===== config.mk =====
export PLATFORM = sky130hd
export DESIGN_NAME = button_event_queue
export DESIGN_NICKNAME = d
export VERILOG_FILES = /design/src/rtl/button_pkg.sv /design/src/rtl/btn_debounce.sv /design/src/rtl/button_event_queue.sv
export SDC_FILE = /design/constraint.sdc
export NUM_CORES = 1
export LEC_CHECK = 0
export CORE_MARGIN = 10
export CORE_UTILIZATION = 50
export CTS_BUF_LIST = sky130_fd_sc_hd__clkbuf_8 sky130_fd_sc_hd__clkbuf_16
export CTS_CLUSTER_DIAMETER = 120
export DETAILED_ROUTE_END_ITERATION = 8
export GPL_ROUTABILITY_DRIVEN = 0
export PLACE_DENSITY = 0.78
export RECOVER_POWER = 50
export SLEW_MARGIN = 20
export SYNTH_ARGS = -nofsm -noshare
export SYNTH_HDL_FRONTEND = slang
export SYNTH_SLANG_ARGS = --single-unit
export TNS_END_PERCENT = 1

===== constraint.sdc =====
create_clock -name clk -period 5.1 [get_ports clk]
set_clock_uncertainty 0.05 [all_clocks]
set_input_delay 1.02 -clock clk [delete_from_list [all_inputs] [get_ports clk]]
set_output_delay 1.02 -clock clk [all_outputs]
set_load 0.02 [all_outputs]

===== src/rtl/button_pkg.sv =====
// -----------------------------------------------------------------------------
// button_pkg
//   Shared definitions for the player-button front end and the LED-matrix
//   control FSM that consumes its events.
//   - EVT_*  : 2-bit event codes carried on evt_code (EVT_NONE never valid)
//   - BTN_*  : bit index of each button inside 3-bit button vectors
// -----------------------------------------------------------------------------
package button_pkg;

  localparam logic [1:0] EVT_NONE   = 2'd0;
  localparam logic [1:0] EVT_RED    = 2'd1;
  localparam logic [1:0] EVT_BLUE   = 2'd2;
  localparam logic [1:0] EVT_YELLOW = 2'd3;

  localparam int BTN_RED    = 0;
  localparam int BTN_BLUE   = 1;
  localparam int BTN_YELLOW = 2;
  localparam int NUM_BTN    = 3;

endpackage


===== src/rtl/btn_debounce.sv =====
// -----------------------------------------------------------------------------
// btn_debounce
//   One raw button: 2-FF synchronizer, level debounce filter, press pulse.
//   Ports:
//     clk, rst : system clock, synchronous active-high reset
//     raw      : asynchronous button input, 1 = pressed
//     level    : debounced (stable) level
//     press    : 1-cycle pulse, high in the cycle whose closing edge moves
//                level from 0 to 1
// -----------------------------------------------------------------------------
module btn_debounce #(
  parameter int DEBOUNCE_CYCLES = 1_000_000
) (
  input  logic clk,
  input  logic rst,
  input  logic raw,
  output logic level,
  output logic press
);

  localparam int               CNT_W    = $clog2(DEBOUNCE_CYCLES);
  localparam logic [CNT_W-1:0] CNT_LAST = CNT_W'(DEBOUNCE_CYCLES - 1);

  logic             sync_p0;
  logic             sync_p1;
  logic             stable;
  logic [CNT_W-1:0] cnt;
  logic             accept;

  // The new level has now been seen for DEBOUNCE_CYCLES consecutive edges.
  assign accept = (sync_p1 != stable) && (cnt == CNT_LAST);

  always_ff @(posedge clk) begin
    if (rst) begin
      sync_p0 <= 1'b0;
      sync_p1 <= 1'b0;
      stable  <= 1'b0;
      cnt     <= '0;
    end else begin
      // stage p0 -> p1: metastability synchronizer
      sync_p0 <= raw;
      sync_p1 <= sync_p0;
      // stage p1 -> stable: debounce filter, sees only the synchronized level
      if (sync_p1 == stable) begin
        cnt <= '0;
      end else if (accept) begin
        stable <= sync_p1;
        cnt    <= '0;
      end else begin
        cnt <= cnt + CNT_W'(1);
      end
    end
  end

  assign level = stable;
  assign press = accept && sync_p1;

endmodule


===== src/rtl/button_event_queue.sv =====
// -----------------------------------------------------------------------------
// button_event_queue
//   Debounces the red/blue/yellow buttons and queues one event per press for
//   the LED-matrix control FSM. A press that cannot enter the FIFO waits in a
//   per-button pending bit; a second press on a button whose pending bit is
//   still set is merged and counted in drop_cnt.
//   Ports:
//     clk, rst       : 100 MHz clock, synchronous active-high reset
//     red_button     : raw button inputs, 1 = pressed
//     blue_button
//     yellow_button
//     btn_level[2:0] : debounced levels {yellow, blue, red}
//     evt_valid      : FIFO head holds an event
//     evt_code[1:0]  : head event code (EVT_RED/EVT_BLUE/EVT_YELLOW)
//     evt_ready      : consumer accepts head; pop on evt_valid && evt_ready
//     drop_cnt[7:0]  : saturating count of merged presses
// -----------------------------------------------------------------------------
module button_event_queue
  import button_pkg::*;
#(
  parameter int DEBOUNCE_CYCLES = 1_000_000,
  parameter int FIFO_DEPTH      = 4
) (
  input  logic       clk,
  input  logic       rst,
  input  logic       red_button,
  input  logic       blue_button,
  input  logic       yellow_button,
  output logic [2:0] btn_level,
  output logic       evt_valid,
  output logic [1:0] evt_code,
  input  logic       evt_ready,
  output logic [7:0] drop_cnt
);

  localparam int AW    = $clog2(FIFO_DEPTH);
  localparam int PTR_W = AW + 1;

  function automatic logic [7:0] sat_add8(input logic [7:0] base, input logic [1:0] inc);
    logic [8:0] sum;
    sum = {1'b0, base} + {7'd0, inc};
    return sum[8] ? 8'hFF : sum[7:0];
  endfunction

  logic [NUM_BTN-1:0] raw;
  logic [NUM_BTN-1:0] level;
  logic [NUM_BTN-1:0] press;
  logic [NUM_BTN-1:0] pending;
  logic [NUM_BTN-1:0] push_mask;
  logic [NUM_BTN-1:0] drop_hits;
  logic [1:0]         push_code;
  logic [1:0]         drop_inc;
  logic [PTR_W-1:0]   wr_ptr;
  logic [PTR_W-1:0]   rd_ptr;
  logic [1:0]         mem [FIFO_DEPTH];
  logic               full;
  logic               empty;
  logic               push;
  logic               pop;

  assign raw[BTN_RED]    = red_button;
  assign raw[BTN_BLUE]   = blue_button;
  assign raw[BTN_YELLOW] = yellow_button;

  // stage in -> level/press: per-button conditioning
  for (genvar i = 0; i < NUM_BTN; i++) begin : g_btn
    btn_debounce #(
      .DEBOUNCE_CYCLES(DEBOUNCE_CYCLES)
    ) u_debounce (
      .clk  (clk),
      .rst  (rst),
      .raw  (raw[i]),
      .level(level[i]),
      .press(press[i])
    );
  end

  assign btn_level = level;

  // stage level/press -> pending -> FIFO: priority select, red first
  always_comb begin
    push_mask = '0;
    push_code = EVT_NONE;
    if (pending[BTN_RED]) begin
      push_mask[BTN_RED] = 1'b1;
      push_code          = EVT_RED;
    end else if (pending[BTN_BLUE]) begin
      push_mask[BTN_BLUE] = 1'b1;
      push_code           = EVT_BLUE;
    end else if (pending[BTN_YELLOW]) begin
      push_mask[BTN_YELLOW] = 1'b1;
      push_code             = EVT_YELLOW;
    end
  end

  // Full and empty differ only in the wrap bit of the pointers.
  assign empty = (wr_ptr == rd_ptr);
  assign full  = (wr_ptr[AW] != rd_ptr[AW]) && (wr_ptr[AW-1:0] == rd_ptr[AW-1:0]);
  assign pop   = !empty && evt_ready;
  // A full FIFO still takes a push when the head leaves in the same cycle.
  assign push  = (|pending) && (!full || pop);

  assign drop_hits = press & pending;
  assign drop_inc  = {1'b0, drop_hits[0]} + {1'b0, drop_hits[1]} + {1'b0, drop_hits[2]};

  always_ff @(posedge clk) begin
    if (rst) begin
      pending  <= '0;
      wr_ptr   <= '0;
      rd_ptr   <= '0;
      drop_cnt <= '0;
    end else begin
      // A new press re-arms its bit even if the old one is pushed this cycle.
      pending  <= (pending & ~(push ? push_mask : '0)) | press;
      drop_cnt <= sat_add8(drop_cnt, drop_inc);
      if (push) wr_ptr <= wr_ptr + PTR_W'(1);
      if (pop)  rd_ptr <= rd_ptr + PTR_W'(1);
    end
  end

  always_ff @(posedge clk) begin
    if (push) mem[wr_ptr[AW-1:0]] <= push_code;
  end

  // stage FIFO -> consumer: registered head, no bypass
  assign evt_valid = !empty;
  assign evt_code  = empty ? EVT_NONE : mem[rd_ptr[AW-1:0]];

endmodule

== Word-level counts from Yosys, hierarchy flattened ==
Memory sizes are Yosys's and may differ from the RTL's. A register that Yosys moved wholly into a read port is not among the register bits.
Index checks and enable logic that the tools add are counted.
Storage, ports and cells
  memory bits (read-only): 0
  memories: 1
  memory bits (writable): 8
  output and inout bits: 14
  register bits after elaboration: 86
  bits in latches: 0
  bits of input ports: 6
  logic and storage cells: 78
Memory list
  mem: words 4, bits a word 2, read ports 1, clocked after memory_dff 1, write ports 1, RTL line button_event_queue.sv:55  | logic [1:0] mem [FIFO_DEPTH];
Operators by class
  $mul: 0
  shift operators: 0
  bitwise operators: 7
  $add $sub $neg: 8
  divide/modulo/power cells: 0
  eq/ne operators: 12
  reduce and logical (&&, ||, !) cells: 19
  $lt $le $gt $ge: 0
  multiplexer cells: 15
Operators by type and width (count)
  20-bit by 1-bit adder with 20-bit output, second input constant: 3
  20-bit equality test, second input constant: 3
  2-bit two-way mux: 7
  3-bit OR reduction: 4
  8-bit by 2-bit adder with 9-bit output: 1
  1-bit logical AND: 9
  8-bit two-way mux: 1
  3-bit by 1-bit adder with 3-bit output, second input constant: 2
  3-bit bitwise AND: 2
  1-bit two-way mux: 6
  2-bit AND reduction: 3
  1-bit inequality test: 4
  1-bit equality test: 3
  3-bit equality test: 1
  3-bit two-way mux: 1
  1-bit NOT: 3
  3-bit NOT: 1
  3-bit OR: 1
  1-bit by 1-bit adder with 2-bit output: 1
  2-bit by 1-bit adder with 2-bit output: 1
  2-bit equality test: 1
  1-bit zero test: 2
  1-bit logical OR: 1

== Longest topological paths before layout ==
  depth in word-level cells: 9
  depth in mapped cells: 13
  gate-level depth less buffers: 13

== Cells and area by module ==
Synthesis repeated with hierarchy kept, for this count alone.
Unflattened totals
  cells, all modules: 475
  area total of the unflattened synthesis: 4478.0 um^2
Modules (own cells, without submodules)
  btn_debounce: times used 3, seq. area each 460.4 um^2, area an instance 1053.5 um^2, cells an instance 118
  button_event_queue: times used 1, seq. area each 620.6 um^2, area an instance 1317.5 um^2, cells an instance 121

== Least setup slack after synthesis ==
No wires, ideal clock.
  path kind: register to register
  start: register g_btn[2].u_debounce.cnt[0]
  end: register drop_cnt[6]
  path buffers: 0
  cell stages (with the launch flop): 13
  data arrival time: 2.902 ns
  data required time: 4.918 ns
  period minus slack after synthesis: 3.084 ns
  setup slack: 2.016 ns
  library setup time: 0.132 ns
  cells stage by stage: dfxtp_1 -> ha_1 -> and4_1 -> and2_1 -> nand4_1 -> or2_2 -> fa_1 -> inv_1 -> ha_1 -> fa_1 -> and3_1 -> a31oi_1 -> nor3_1
On the way
  longest elaborated chain between the ends: 7
Ends and longest elaborated chain
  start: declaration: RTL line btn_debounce.sv:27  | logic [CNT_W-1:0] cnt;
  start signal: assignment: RTL line btn_debounce.sv:50  | cnt <= cnt + CNT_W'(1);
  20-bit equality test: RTL line btn_debounce.sv:31  | assign accept = (sync_p1 != stable) && (cnt == CNT_LAST);
  1-bit logical AND: RTL line btn_debounce.sv:31
  1-bit logical AND: RTL line btn_debounce.sv:56  | assign press = accept && sync_p1;
  3-bit bitwise AND: RTL line button_event_queue.sv:103  | assign drop_hits = press & pending;
  2-bit by 1-bit adder with 2-bit output: RTL line button_event_queue.sv:104  | assign drop_inc = {1'b0, drop_hits[0]} + {1'b0, drop_hits[1]} + {1'b0, drop_hits[2]};
  8-bit by 2-bit adder with 9-bit output: RTL line button_event_queue.sv:41  | sum = {1'b0, base} + {7'd0, inc};
  8-bit two-way mux: RTL line button_event_queue.sv:42  | return sum[8] ? 8'hFF : sum[7:0];
  end signal: assignment: RTL line button_event_queue.sv:115  | drop_cnt <= sat_add8(drop_cnt, drop_inc);
  end: declaration: RTL line button_event_queue.sv:33  | output logic [7:0] drop_cnt
No other way between the ends.
A chain may end at the register's enable or synchronous reset.

== Worst setup path in the final report ==
  start: input port rst
  end: register g_btn[0].u_debounce.cnt[3]
On the way
  longest elaborated chain between the ends: 1
Ends and longest elaborated chain
  start: declaration: RTL line button_event_queue.sv:25  | input logic rst,
  3-bit OR reduction (no line)
  end signal: assignment: RTL line btn_debounce.sv:50
  end: declaration: RTL line btn_debounce.sv:27
No other way between the ends.

==> metrics.md <==
| Metric | Value |
|---|---|
| Tmin final | 3.421 ns |
| Via/cell ratio | 5.505 |
| Number of synthesis warnings | 0 |
| Final hold slack | 0.3973 ns |
| Root Buffer | clkbuf_8 |
| Reg-to-reg endpoint | drop_cnt[6] |
| Syn Nets | 497 |
| Mapped Avg Cell Area | 9.182 um^2 |
| Vias in the first global route | 3361 |
| WHS Path Cells | 1 |
| Endpoints failing hold | 0 |
| Drt drc | 0 |
| Starting density of the core | 0.5093 |
| Rows | 34 |
| Clock latency on the worst-skew pair | 0.36 ns |
| Diode count | 0 |
| Combinational family with the most area after synthesis | simple AND/OR/NAND/NOR gates |
| Slew Viols, Final | 0 |
| Status | complete, no violations |
| Most used DFF post-synth | dfxtp_1 |
| Total CTS buffers | 9 |
| Startpoint types | input port |
| Seq/Total Area, Yosys | 0.4552 |
| Setup Viol. Count Final | 0 |
| Total gr overflow | 0 |
| LEAKAGE | 1.553 nW |
| CP endpoint kind | flip-flop |
| Commonest non-fill, non-tap cell in the layout | dfxtp_1 |
| Slew headroom | 0.1061 |
| Post-CTS Setup Bufs | 0 |
| Gate Count Post-Synth | 479 |
| Layout Nets | 517 |
| Synth cell types | 46 |
| Max Fanout on Critical Path | 31 |
| Unrepaired setup endpoints after global routing | no |
| Worst r2r src | g_btn[2].u_debounce.cnt[0] |
| Critical path type | input port to flip-flop |
| Vias | 3369 |
| Share of post-route cells with drive strength above 1 | 0.05159 |
| Number of I/O pins | 20 |
| Largest net degree at the start of global routing | 32 |
| CTS tree | yes |
| Post-synthesis cell area | 0.004398 mm^2 |
| Cts hold-fix bufs | 0 |
| Die width | 113.8 um |
| Layout area overhead | 9.730% |
| Global Route Usage Sum | 0.1320 |
| Fin util | 0.5588 |
| DRT iter0 DRCs | 178 |
| Final WL | 8.118 mm |
| Final Power | 1.201 mW |
| Critical Path AT | 3.58 ns |
| First-pass GRT wire length | 14.73 mm |
| Post-Synth XOR/XNOR Area | 0.1036 |
| Adder and majority gate portion of the synthesized area | 0.03755 |
| Post-synth top area share | 0.4006 |
| IO buf count | 19 |
| H-tree Lvls | 3 |
| R2R depth | 12 |
| Post-synth ARST share | 0 |
| Compound-Gate Fraction of Synth Area | 0.07738 |
| Hold Path Sink | g_btn[1].u_debounce.sync_p1 |
| Post-CTS Resized | 0 |
| Setup TNS | 0 ns |
| DPL Wire Length | 5.922 mm |
| Synth area leaders | dfxtp_1 (40%), xnor2_1 (6.0%), edfxtp_1 (5.5%) |
| Hold_sp | g_btn[1].u_debounce.sync_p0 |
| Worst-Margin Slew | 1.341 ns |
| Max-Cap Viols | 0 |
| R2R setup slack | 1.68 ns |
| Critical Path RT | 5.26 ns |
| Largest area contributor in the netlist | dfxtp_1 |
| Hold/Removal Path Class | flip-flop to flip-flop |
| Sinks on Clock Net | 96 |
| Final ANT Viol Nets | 0 |
| Worst-path clk slew | 0.09 ns |
| Simple-Gate Fraction of Synth Area | 0.2760 |
| Post-synthesis mux area share | 0.01707 |
| Drt wl/cell | 13.26 um |
| Die area | 0.01295 mm^2 |
| Final period utilization | 0.6708 |
| Max Buffers Root-to-Sink | 2 |
| Die extent in y | 113.8 um |
| Commonest non-fill, non-tap cells in the layout | dfxtp_1 (88), nor2_1 (64), xnor2_1 (30) |
| Core ar. | 0.008636 mm^2 |
| Peak supply drop | 0.0001320 V |
| Post-synthesis register bit count | 96 |
| Detailed-router iteration count before antenna repair | 4 |
| EDFF count, synth | 8 |
| Cell Pwr Density | 248.9 mW/mm^2 |
| Antenna violations before repair | 0 |
| Fmax | 0.2923 GHz |
-- logic make-up after synthesis --
group | count (synthesis)
AOI/OAI and AO/OA | 60
and+or+nand+nor | 222
xor gates and xnor gates | 52
muxes | 5
adders and majority gates | 12
buffers and inverters | 32
DFF | 96
-- flip-flops by register name (all words and copies together) (netlist names), named ones only --
register	count
drop_cnt	8
g_btn.u_debounce.cnt	60
g_btn.u_debounce.level	3
g_btn.u_debounce.sync_p0	3
g_btn.u_debounce.sync_p1	3
mem	8
pending	3
rd_ptr	3
wr_ptr	3
-- worst max path at each step --
stage                                from                           to  depth (start not counted)
3_3_place_gp   g_btn[2].u_debounce.cnt[0]                  drop_cnt[0]                         13
4_1_cts        g_btn[2].u_debounce.cnt[0]                  drop_cnt[6]                         12
6_report                              rst   g_btn[0].u_debounce.cnt[3]                          6
2_1_floorplan  g_btn[2].u_debounce.cnt[0]                  drop_cnt[6]                         12
3_5_place_dp   g_btn[2].u_debounce.cnt[0]                  drop_cnt[6]                         12
5_1_grt                               rst  g_btn[0].u_debounce.cnt[18]                          6
-- cell type report --
class | instances | area, um^2
Clock buffer | 9 | 123.9
Inverter | 19 | 71.32
Clock inverter | 7 | 38.79
Multi-Input combinational cell | 351 | 2250
Fill cell | 778 | 3810
Tap cell | 108 | 135.1
Sequential cell | 96 | 2002
Timing Repair Buffer | 22 | 205.2
-- Yosys cell counts (all sizes together), types with 2 or more instances --
library cell and n:
dfxtp 88, nor2 64, xnor2 30, a21oi 28
nand3 25, nand2 24, nand4 22, xor2 22
o21ai 20, inv 19, nor2b 12, or3 11
ha 10, nor4 10, and4 9, nor3 9
and2 8, clkbuf 8, edfxtp 8, or4 7
and3 6, buf 5, o31ai 5, mux2i 3
a21o 2, fa 2, mux4 2, nand2b 2
nand4b 2, nor3b 2, nor4b 2, or2 2
or3b 2
-- per-stage QoR --
stage          cells  setup slack [ns]  area (um^2)
6_report         612             1.679         4826
5_1_grt          612             1.449         4826
4_1_cts          612             1.714         4833
3_5_place_dp     596             1.727         4671
3_3_place_gp     596             1.885         4671
2_1_floorplan    479             2.016         4398
-- where the power goes --
part	switching, mW	internal [mW]	leakage, nW
logic	0.0101	0.00670	0.686
registers	0.00192	0.760	0.784
clock network	0.250	0.172	0.0838
-- metal layers --
metal,part of all wire,global-route usage,vias up
li1,-,-,1730
met3,0.035,0.03727,16
met1,0.46,0.1563,1587
met5,0,0,-
met4,0.016,0.04261,0
met2,0.49,0.2253,36
-- critical path, cell delays in order --
cell           delay (ns)
dlygate4sd3_1        0.52
clkbuf_1             0.98
nor2_1               0.13
o21ai_0              0.13
clkbuf_1             0.68
nor2_1               0.12
Power figures use the tool's default switching activity.
